==> config.mk <==
export PLATFORM = sky130hd
export DESIGN_NAME = wb_arbiter2_flat
export DESIGN_NICKNAME = d
export VERILOG_FILES = /design/src/rtl/wb_arb_pkg.sv /design/src/rtl/if_wb.sv /design/src/rtl/wb_arbiter2.sv /design/src/flat_wrapper.sv
export SDC_FILE = /design/constraint.sdc
export NUM_CORES = 1
export LEC_CHECK = 0
export ABC_CLOCK_PERIOD_IN_PS = 6800
export BUFFER_PORTS_ARGS = -buffer_cell sky130_fd_sc_hd__buf_2
export CORE_AREA = 5 5 122 124
export DETAILED_ROUTE_END_ITERATION = 8
export DIE_AREA = 0 0 127 129
export PLACE_DENSITY = 0.46
export SETUP_SLACK_MARGIN = 0.4
export SYNTH_ARGS = -nofsm -noshare
export SYNTH_HDL_FRONTEND = slang
export SYNTH_SLANG_ARGS = --single-unit
==> constraint.sdc <==
create_clock -name clk_i -period 6.8 [get_ports clk_i]
set_input_delay 1.36 -clock clk_i [delete_from_list [all_inputs] [get_ports clk_i]]
set_output_delay 1.36 -clock clk_i [all_outputs]
set_load 0.05 [all_outputs]
==> src/rtl/wb_arb_pkg.sv <==
// rtl/wb_arb_pkg.sv - shared types and constants for the two-master Wishbone arbiter
package wb_arb_pkg;

    typedef enum logic [1:0] {
        IDLE = 2'd0,
        OWN0 = 2'd1,
        OWN1 = 2'd2
    } arb_state_t;

    localparam logic [1:0] GRANT_NONE = 2'b00;
    localparam logic [1:0] GRANT_M0   = 2'b01;
    localparam logic [1:0] GRANT_M1   = 2'b10;

    // One-hot grant vector for a given arbiter state.
    function automatic logic [1:0] grant_of(arb_state_t s);
        case (s)
            OWN0:    grant_of = GRANT_M0;
            OWN1:    grant_of = GRANT_M1;
            default: grant_of = GRANT_NONE;
        endcase
    endfunction

endpackage

==> src/rtl/if_wb.sv <==
// rtl/if_wb.sv - pipelined Wishbone bus bundle with master/slave views
interface if_wb;
    logic [31:0] adr;
    logic [31:0] dat_m;
    logic [31:0] dat_s;
    logic [3:0]  sel;
    logic        cyc;
    logic        stb;
    logic        we;
    logic        ack;
    logic        stall;

    modport master (
        output adr, dat_m, sel, cyc, stb, we,
        input  dat_s, ack, stall
    );

    modport slave (
        input  adr, dat_m, sel, cyc, stb, we,
        output dat_s, ack, stall
    );
endinterface

==> src/rtl/wb_arbiter2.sv <==
// rtl/wb_arbiter2.sv - round-robin two-master pipelined Wishbone arbiter
module wb_arbiter2
    import wb_arb_pkg::*;
#(
    parameter int MAXOUT = 4
) (
    input  logic       clk_i,
    input  logic       rst_i,
    if_wb.slave        m0,
    if_wb.slave        m1,
    if_wb.master       outbus,
    output logic [1:0] grant
);

    localparam int CNTW = $clog2(MAXOUT + 1);
    localparam logic [CNTW-1:0] CNT_MAX = CNTW'(MAXOUT);

    arb_state_t      state;
    logic            last;
    logic [CNTW-1:0] outstanding;

    logic            full;
    logic            busy;
    logic            accept;

    logic [31:0]     bus_adr;
    logic [31:0]     bus_dat_m;
    logic [3:0]      bus_sel;
    logic            bus_we;
    logic            bus_cyc;
    logic            bus_stb;

    logic [31:0]     m0_dat_s;
    logic            m0_ack;
    logic            m0_stall;
    logic [31:0]     m1_dat_s;
    logic            m1_ack;
    logic            m1_stall;

    assign full   = (outstanding == CNT_MAX);
    assign busy   = (outstanding != '0);
    assign accept = bus_stb & ~outbus.stall;

    // Owner's bus is passed straight through; cyc is held while acks are
    // still owed even if the owner has already dropped it.
    always_comb begin
        bus_adr   = '0;
        bus_dat_m = '0;
        bus_sel   = '0;
        bus_we    = 1'b0;
        bus_cyc   = 1'b0;
        bus_stb   = 1'b0;
        m0_dat_s  = '0;
        m0_ack    = 1'b0;
        m0_stall  = 1'b1;
        m1_dat_s  = '0;
        m1_ack    = 1'b0;
        m1_stall  = 1'b1;
        case (state)
            OWN0: begin
                bus_adr   = m0.adr;
                bus_dat_m = m0.dat_m;
                bus_sel   = m0.sel;
                bus_we    = m0.we;
                bus_cyc   = m0.cyc | busy;
                bus_stb   = m0.cyc & m0.stb & ~full;
                m0_dat_s  = outbus.dat_s;
                m0_ack    = outbus.ack;
                m0_stall  = outbus.stall | full;
            end
            OWN1: begin
                bus_adr   = m1.adr;
                bus_dat_m = m1.dat_m;
                bus_sel   = m1.sel;
                bus_we    = m1.we;
                bus_cyc   = m1.cyc | busy;
                bus_stb   = m1.cyc & m1.stb & ~full;
                m1_dat_s  = outbus.dat_s;
                m1_ack    = outbus.ack;
                m1_stall  = outbus.stall | full;
            end
            default: ;
        endcase
    end

    assign outbus.adr   = bus_adr;
    assign outbus.dat_m = bus_dat_m;
    assign outbus.sel   = bus_sel;
    assign outbus.we    = bus_we;
    assign outbus.cyc   = bus_cyc;
    assign outbus.stb   = bus_stb;

    assign m0.dat_s = m0_dat_s;
    assign m0.ack   = m0_ack;
    assign m0.stall = m0_stall;
    assign m1.dat_s = m1_dat_s;
    assign m1.ack   = m1_ack;
    assign m1.stall = m1_stall;

    always_ff @(posedge clk_i or posedge rst_i) begin
        if (rst_i) begin
            state       <= IDLE;
            grant       <= GRANT_NONE;
            last        <= 1'b1;
            outstanding <= '0;
        end else begin
            // A stray ack with nothing outstanding is forwarded but not counted.
            if (accept && !outbus.ack) begin
                outstanding <= outstanding + 1'b1;
            end else if (!accept && outbus.ack && busy) begin
                outstanding <= outstanding - 1'b1;
            end

            case (state)
                IDLE: begin
                    if (m0.cyc && (!m1.cyc || last)) begin
                        state <= OWN0;
                        grant <= grant_of(OWN0);
                    end else if (m1.cyc && (!m0.cyc || !last)) begin
                        state <= OWN1;
                        grant <= grant_of(OWN1);
                    end
                end
                OWN0: begin
                    if (!m0.cyc && !busy) begin
                        state <= IDLE;
                        grant <= GRANT_NONE;
                        last  <= 1'b0;
                    end
                end
                OWN1: begin
                    if (!m1.cyc && !busy) begin
                        state <= IDLE;
                        grant <= GRANT_NONE;
                        last  <= 1'b1;
                    end
                end
                default: begin
                    state <= IDLE;
                    grant <= GRANT_NONE;
                end
            endcase
        end
    end

endmodule

==> src/flat_wrapper.sv <==
// flat-port wrapper written by rule: the top's interface ports become plain ports
module wb_arbiter2_flat import wb_arb_pkg::*;
#(
    parameter int MAXOUT = 4
)
  (clk_i, rst_i, grant, m0_adr, m0_dat_m, m0_sel, m0_cyc, m0_stb, m0_we, m0_dat_s, m0_ack, m0_stall, m1_adr, m1_dat_m, m1_sel, m1_cyc, m1_stb, m1_we, m1_dat_s, m1_ack, m1_stall, outbus_adr, outbus_dat_m, outbus_sel, outbus_cyc, outbus_stb, outbus_we, outbus_dat_s, outbus_ack, outbus_stall);
  if_wb m0_i ();
  if_wb m1_i ();
  if_wb outbus_i ();
  input  logic clk_i;
  input  logic rst_i;
  output logic [1:0] grant;
  input wire logic [$bits(m0_i.adr)-1:0] m0_adr;
  input wire logic [$bits(m0_i.dat_m)-1:0] m0_dat_m;
  input wire logic [$bits(m0_i.sel)-1:0] m0_sel;
  input wire logic [$bits(m0_i.cyc)-1:0] m0_cyc;
  input wire logic [$bits(m0_i.stb)-1:0] m0_stb;
  input wire logic [$bits(m0_i.we)-1:0] m0_we;
  output wire logic [$bits(m0_i.dat_s)-1:0] m0_dat_s;
  output wire logic [$bits(m0_i.ack)-1:0] m0_ack;
  output wire logic [$bits(m0_i.stall)-1:0] m0_stall;
  input wire logic [$bits(m1_i.adr)-1:0] m1_adr;
  input wire logic [$bits(m1_i.dat_m)-1:0] m1_dat_m;
  input wire logic [$bits(m1_i.sel)-1:0] m1_sel;
  input wire logic [$bits(m1_i.cyc)-1:0] m1_cyc;
  input wire logic [$bits(m1_i.stb)-1:0] m1_stb;
  input wire logic [$bits(m1_i.we)-1:0] m1_we;
  output wire logic [$bits(m1_i.dat_s)-1:0] m1_dat_s;
  output wire logic [$bits(m1_i.ack)-1:0] m1_ack;
  output wire logic [$bits(m1_i.stall)-1:0] m1_stall;
  output wire logic [$bits(outbus_i.adr)-1:0] outbus_adr;
  output wire logic [$bits(outbus_i.dat_m)-1:0] outbus_dat_m;
  output wire logic [$bits(outbus_i.sel)-1:0] outbus_sel;
  output wire logic [$bits(outbus_i.cyc)-1:0] outbus_cyc;
  output wire logic [$bits(outbus_i.stb)-1:0] outbus_stb;
  output wire logic [$bits(outbus_i.we)-1:0] outbus_we;
  input wire logic [$bits(outbus_i.dat_s)-1:0] outbus_dat_s;
  input wire logic [$bits(outbus_i.ack)-1:0] outbus_ack;
  input wire logic [$bits(outbus_i.stall)-1:0] outbus_stall;
  assign m0_i.adr = m0_adr;
  assign m0_i.dat_m = m0_dat_m;
  assign m0_i.sel = m0_sel;
  assign m0_i.cyc = m0_cyc;
  assign m0_i.stb = m0_stb;
  assign m0_i.we = m0_we;
  assign m0_dat_s = m0_i.dat_s;
  assign m0_ack = m0_i.ack;
  assign m0_stall = m0_i.stall;
  assign m1_i.adr = m1_adr;
  assign m1_i.dat_m = m1_dat_m;
  assign m1_i.sel = m1_sel;
  assign m1_i.cyc = m1_cyc;
  assign m1_i.stb = m1_stb;
  assign m1_i.we = m1_we;
  assign m1_dat_s = m1_i.dat_s;
  assign m1_ack = m1_i.ack;
  assign m1_stall = m1_i.stall;
  assign outbus_adr = outbus_i.adr;
  assign outbus_dat_m = outbus_i.dat_m;
  assign outbus_sel = outbus_i.sel;
  assign outbus_cyc = outbus_i.cyc;
  assign outbus_stb = outbus_i.stb;
  assign outbus_we = outbus_i.we;
  assign outbus_i.dat_s = outbus_dat_s;
  assign outbus_i.ack = outbus_ack;
  assign outbus_i.stall = outbus_stall;
  wb_arbiter2 #(.MAXOUT(MAXOUT)) u_core (.clk_i(clk_i), .rst_i(rst_i), .m0(m0_i), .m1(m1_i), .outbus(outbus_i), .grant(grant));
endmodule
==> flow_summary.toml <==
[clocking]
path_clk_slew_ns = 0.03
cts.root.buffer_cell = "clkbuf_16"
worst_skew_late_latency_ns = 0.23
clock_tree.htree_level_count = 1
post_cts_resize_count = 0
inserted_clock_buffers = 3
cts_tree = "yes"
postCtsSetupRepairBufs = 0
cts_hold_buf = 0
clkSinkCount = 6
clock_path_buffers = 2

[die]
floorplan.initialDensity_pct = 15.24
fp.dieArea_um2 = 16380
boundaryPins = 319
fp.dieW_um = 127
die_height_um = 129
core_region_area_um2 = 13670
rows = 43

[pwr]
power_frac_seq_pct = 3.5
comb_power_share_pct = 92.0
netSwitchingFraction_pct = 68.72
internal_power_uw = 696.4
powerDensity_nw_per_um2 = 574.9
power.clock.fraction_pct = 4.5
leakage_uw = 0.002134
power.switching_uw = 1530
irDropWorstVdd_mv = 0.2215

[placed_design]
dpl-instance-area_um2 = 3794
number_of_cells_after_detailed_placement = 766
place_congestion = 0.8329
port-buffer-count = 318
hpwlAfterDp_um = 9287

[routing]
detail_route.first_pass.iterations = 4
drt_drc_violations_left = 0
finalWirelength_um = 11440
detailroute.via_count = 3284
wl_per_cell_um = 14.86
remaining_number_of_nets_flagged_by_the_antenna_check_after_routing = 0
dr.first_iter.drc_count = 195
detail_route.vias_per_cell = 4.265

[sta]
hold_ws_ns = 0.5730
max_freq_ghz = 0.2669
min_period_ns = 3.746
clock-skew-final_ns = 0.003355
maxSlewHeadroom_pct = 27.96
setup_violations = 0
timing_worst_slew_pin_value_ns = 1.081
final-hold-violation-count = 0
fin_setup_tns_ns = 0
post-route-period-util_pct = 55.09
grt_setup_unrepaired = "false"
maxSlewViolCount = 0

[yosys]
postSynthCellCount = 300
syn-num-nets = 483
most_used_flip_flop_cell_after_synthesis = "dfrtp_1"
synthesis.yosys.warnings = 0
top_cells_by_area_synth = "a22oi_1 25%, nor2b_1 21%, and2_1 20%"
netlist_area_um2 = 2083
synth_enable_flop_cells = 0
synth-seq-area-share_pct = 7.267
synth_area_leader_cell = "a22oi_1"
synth-async-reset-ratio_pct = 100.0
syn_area_per_cell_um2 = 6.944
synth_cell_type_count = 36
top_cell_types_by_occurrence_after_synthesis = "69 x a22oi_1, 69 x nor2b_1, 66 x and2_1"
synth_top_area_share_pct = 24.86
ys_ff_latch = 6

[cells_and_area]
synthToLayoutAreaGrowth_pct = 85.89
final_layout_size_suffix_gt1_share_pct = 56.61
storage_cell_area_um2 = 151.4
final_cell_area_um2 = 3872
final_core_utilization_pct = 28.34
fillerInstances = 1530
multi_input_area_um2 = 1807
num-nets-final = 774
post_layout_nonfiller_instances = 770
num_antenna_cells = 0

[run]
max-cap-violations = 0

[hold_path]
holdCritStartpoint = "u_core.last"
hold_path.class = "register to register"

[critical_path]
worst-endpoint-arrival_ns = 2.39
crit-reg2reg-launch = "u_core.grant[0]"
crit_required_ns = 5.44
timing.critical_path.fanout_max = 106
launching_element_type_of_the_critical_path = "register"
critical_path_class = "register to output pin"
cp-startpoint = "u_core.grant[1]"
worst_setup_path_end_kind = "output pin"

[global_routing]
initial_antenna_violation_count = 0
grt_pass1_wl_um = 16830
overflow = 0
first_global_vias = 3208
grt_max_degree = 107
grt_usage_pct = 12.37

[outcome]
status = "finished clean"
cells in the final DEF (no fill, tap or decap), types with 2 or more instances in the layout:
master	netlist	layout
dfrtp_1	5	5
nand3b_1	2	2
mux2_2	2	2
nand2b_1	2	2
nand2_1	11	11
nor2b_1	69	69
nand3_1	3	3
nor2_1	6	6
inv_1	3	3
o21ai_0	2	2
buf_2	0	318
ha_2	0	2
and2_1	66	66
clkbuf_16	0	3
a22oi_1	69	69
mux2i_1	4	4
registers in the layout, indices dropped and copies added, names as in the netlist:
name / cells
u_core.grant: 2
u_core.outstanding: 3
u_core.last: 1
through the flow:
stage	power, µW	worst slack (ns)
floorplan	1702	2.993
global placement	2132	3.156
detailed placement	2139	3.026
CTS	2244	3.011
global route	2366	2.734
finish	2226	3.054
power by group through the flow:
stage | clock network, µW | logic, µW | registers (µW)
floorplan | 0 | 1610 | 91.4
global placement | 0 | 2050 | 78.0
detailed placement | 0 | 2060 | 79.1
CTS | 101 | 2060 | 78.7
global route | 103 | 2180 | 82.5
finish | 99.4 | 2050 | 78.9
path summary, 6_finish.rpt:
| kind | to | slack, ns | cells past startpoint |
|---|---|---|---|
| setup / recovery | outbus_dat_m[3] | 3.05 | 5 |
| hold / removal | u_core.last | 0.57 | 1 |
| setup reg to reg | u_core.outstanding[2] | 3.07 | 8 |
| hold reg to reg | u_core.last | 0.57 | 1 |
| max in group asynchronous | u_core.last | 5.49 | 2 |
| min in group asynchronous | u_core.outstanding[2] | 1.04 | 2 |
worst max-delay path: stages (launching register included):
cell and delay, ns:
dfrtp_1 0.40, inv_1 0.15, ha_4 0.82, a22oi_1 0.23, nor2b_1 0.16, buf_2 0.28
logic make-up after synthesis:
group | after synthesis | share of synthesized area, %
AO/OA/AOI/OAI | 79 | 29.07
XOR/XNOR | 1 | 0.4205
adder cells (fa/ha/maj) | 5 | 3.363
buffers and inverters | 36 | 6.847
flip-flops | 6 | 7.267
multiplexers | 6 | 3.003
AND/OR/NAND/NOR | 167 | 50.03
routing by layer:
| metal | vias to the layer above | GRT usage, % | share of wire [%] |
|---|---|---|---|
| li1 | 1621 | - | - |
| met3 | 11 | 1.743 | 5.4 |
| met5 | - | 0 | 0 |
| met1 | 1527 | 15.97 | 41 |
| met4 | 0 | 2.902 | 1.2 |
| met2 | 125 | 21.82 | 52 |
final cells by class:
| type | instances | share of cell area, % |
|---|---|---|
| Clock buffer | 4 | 2.036 |
| Inverter | 3 | 0.2908 |
| Multi-Input combinational cell | 258 | 46.66 |
| Sequential cell | 6 | 3.910 |
| Tap cell | 180 | 5.816 |
| Timing Repair Buffer | 319 | 41.29 |
(Power assumes the default switching activity.)
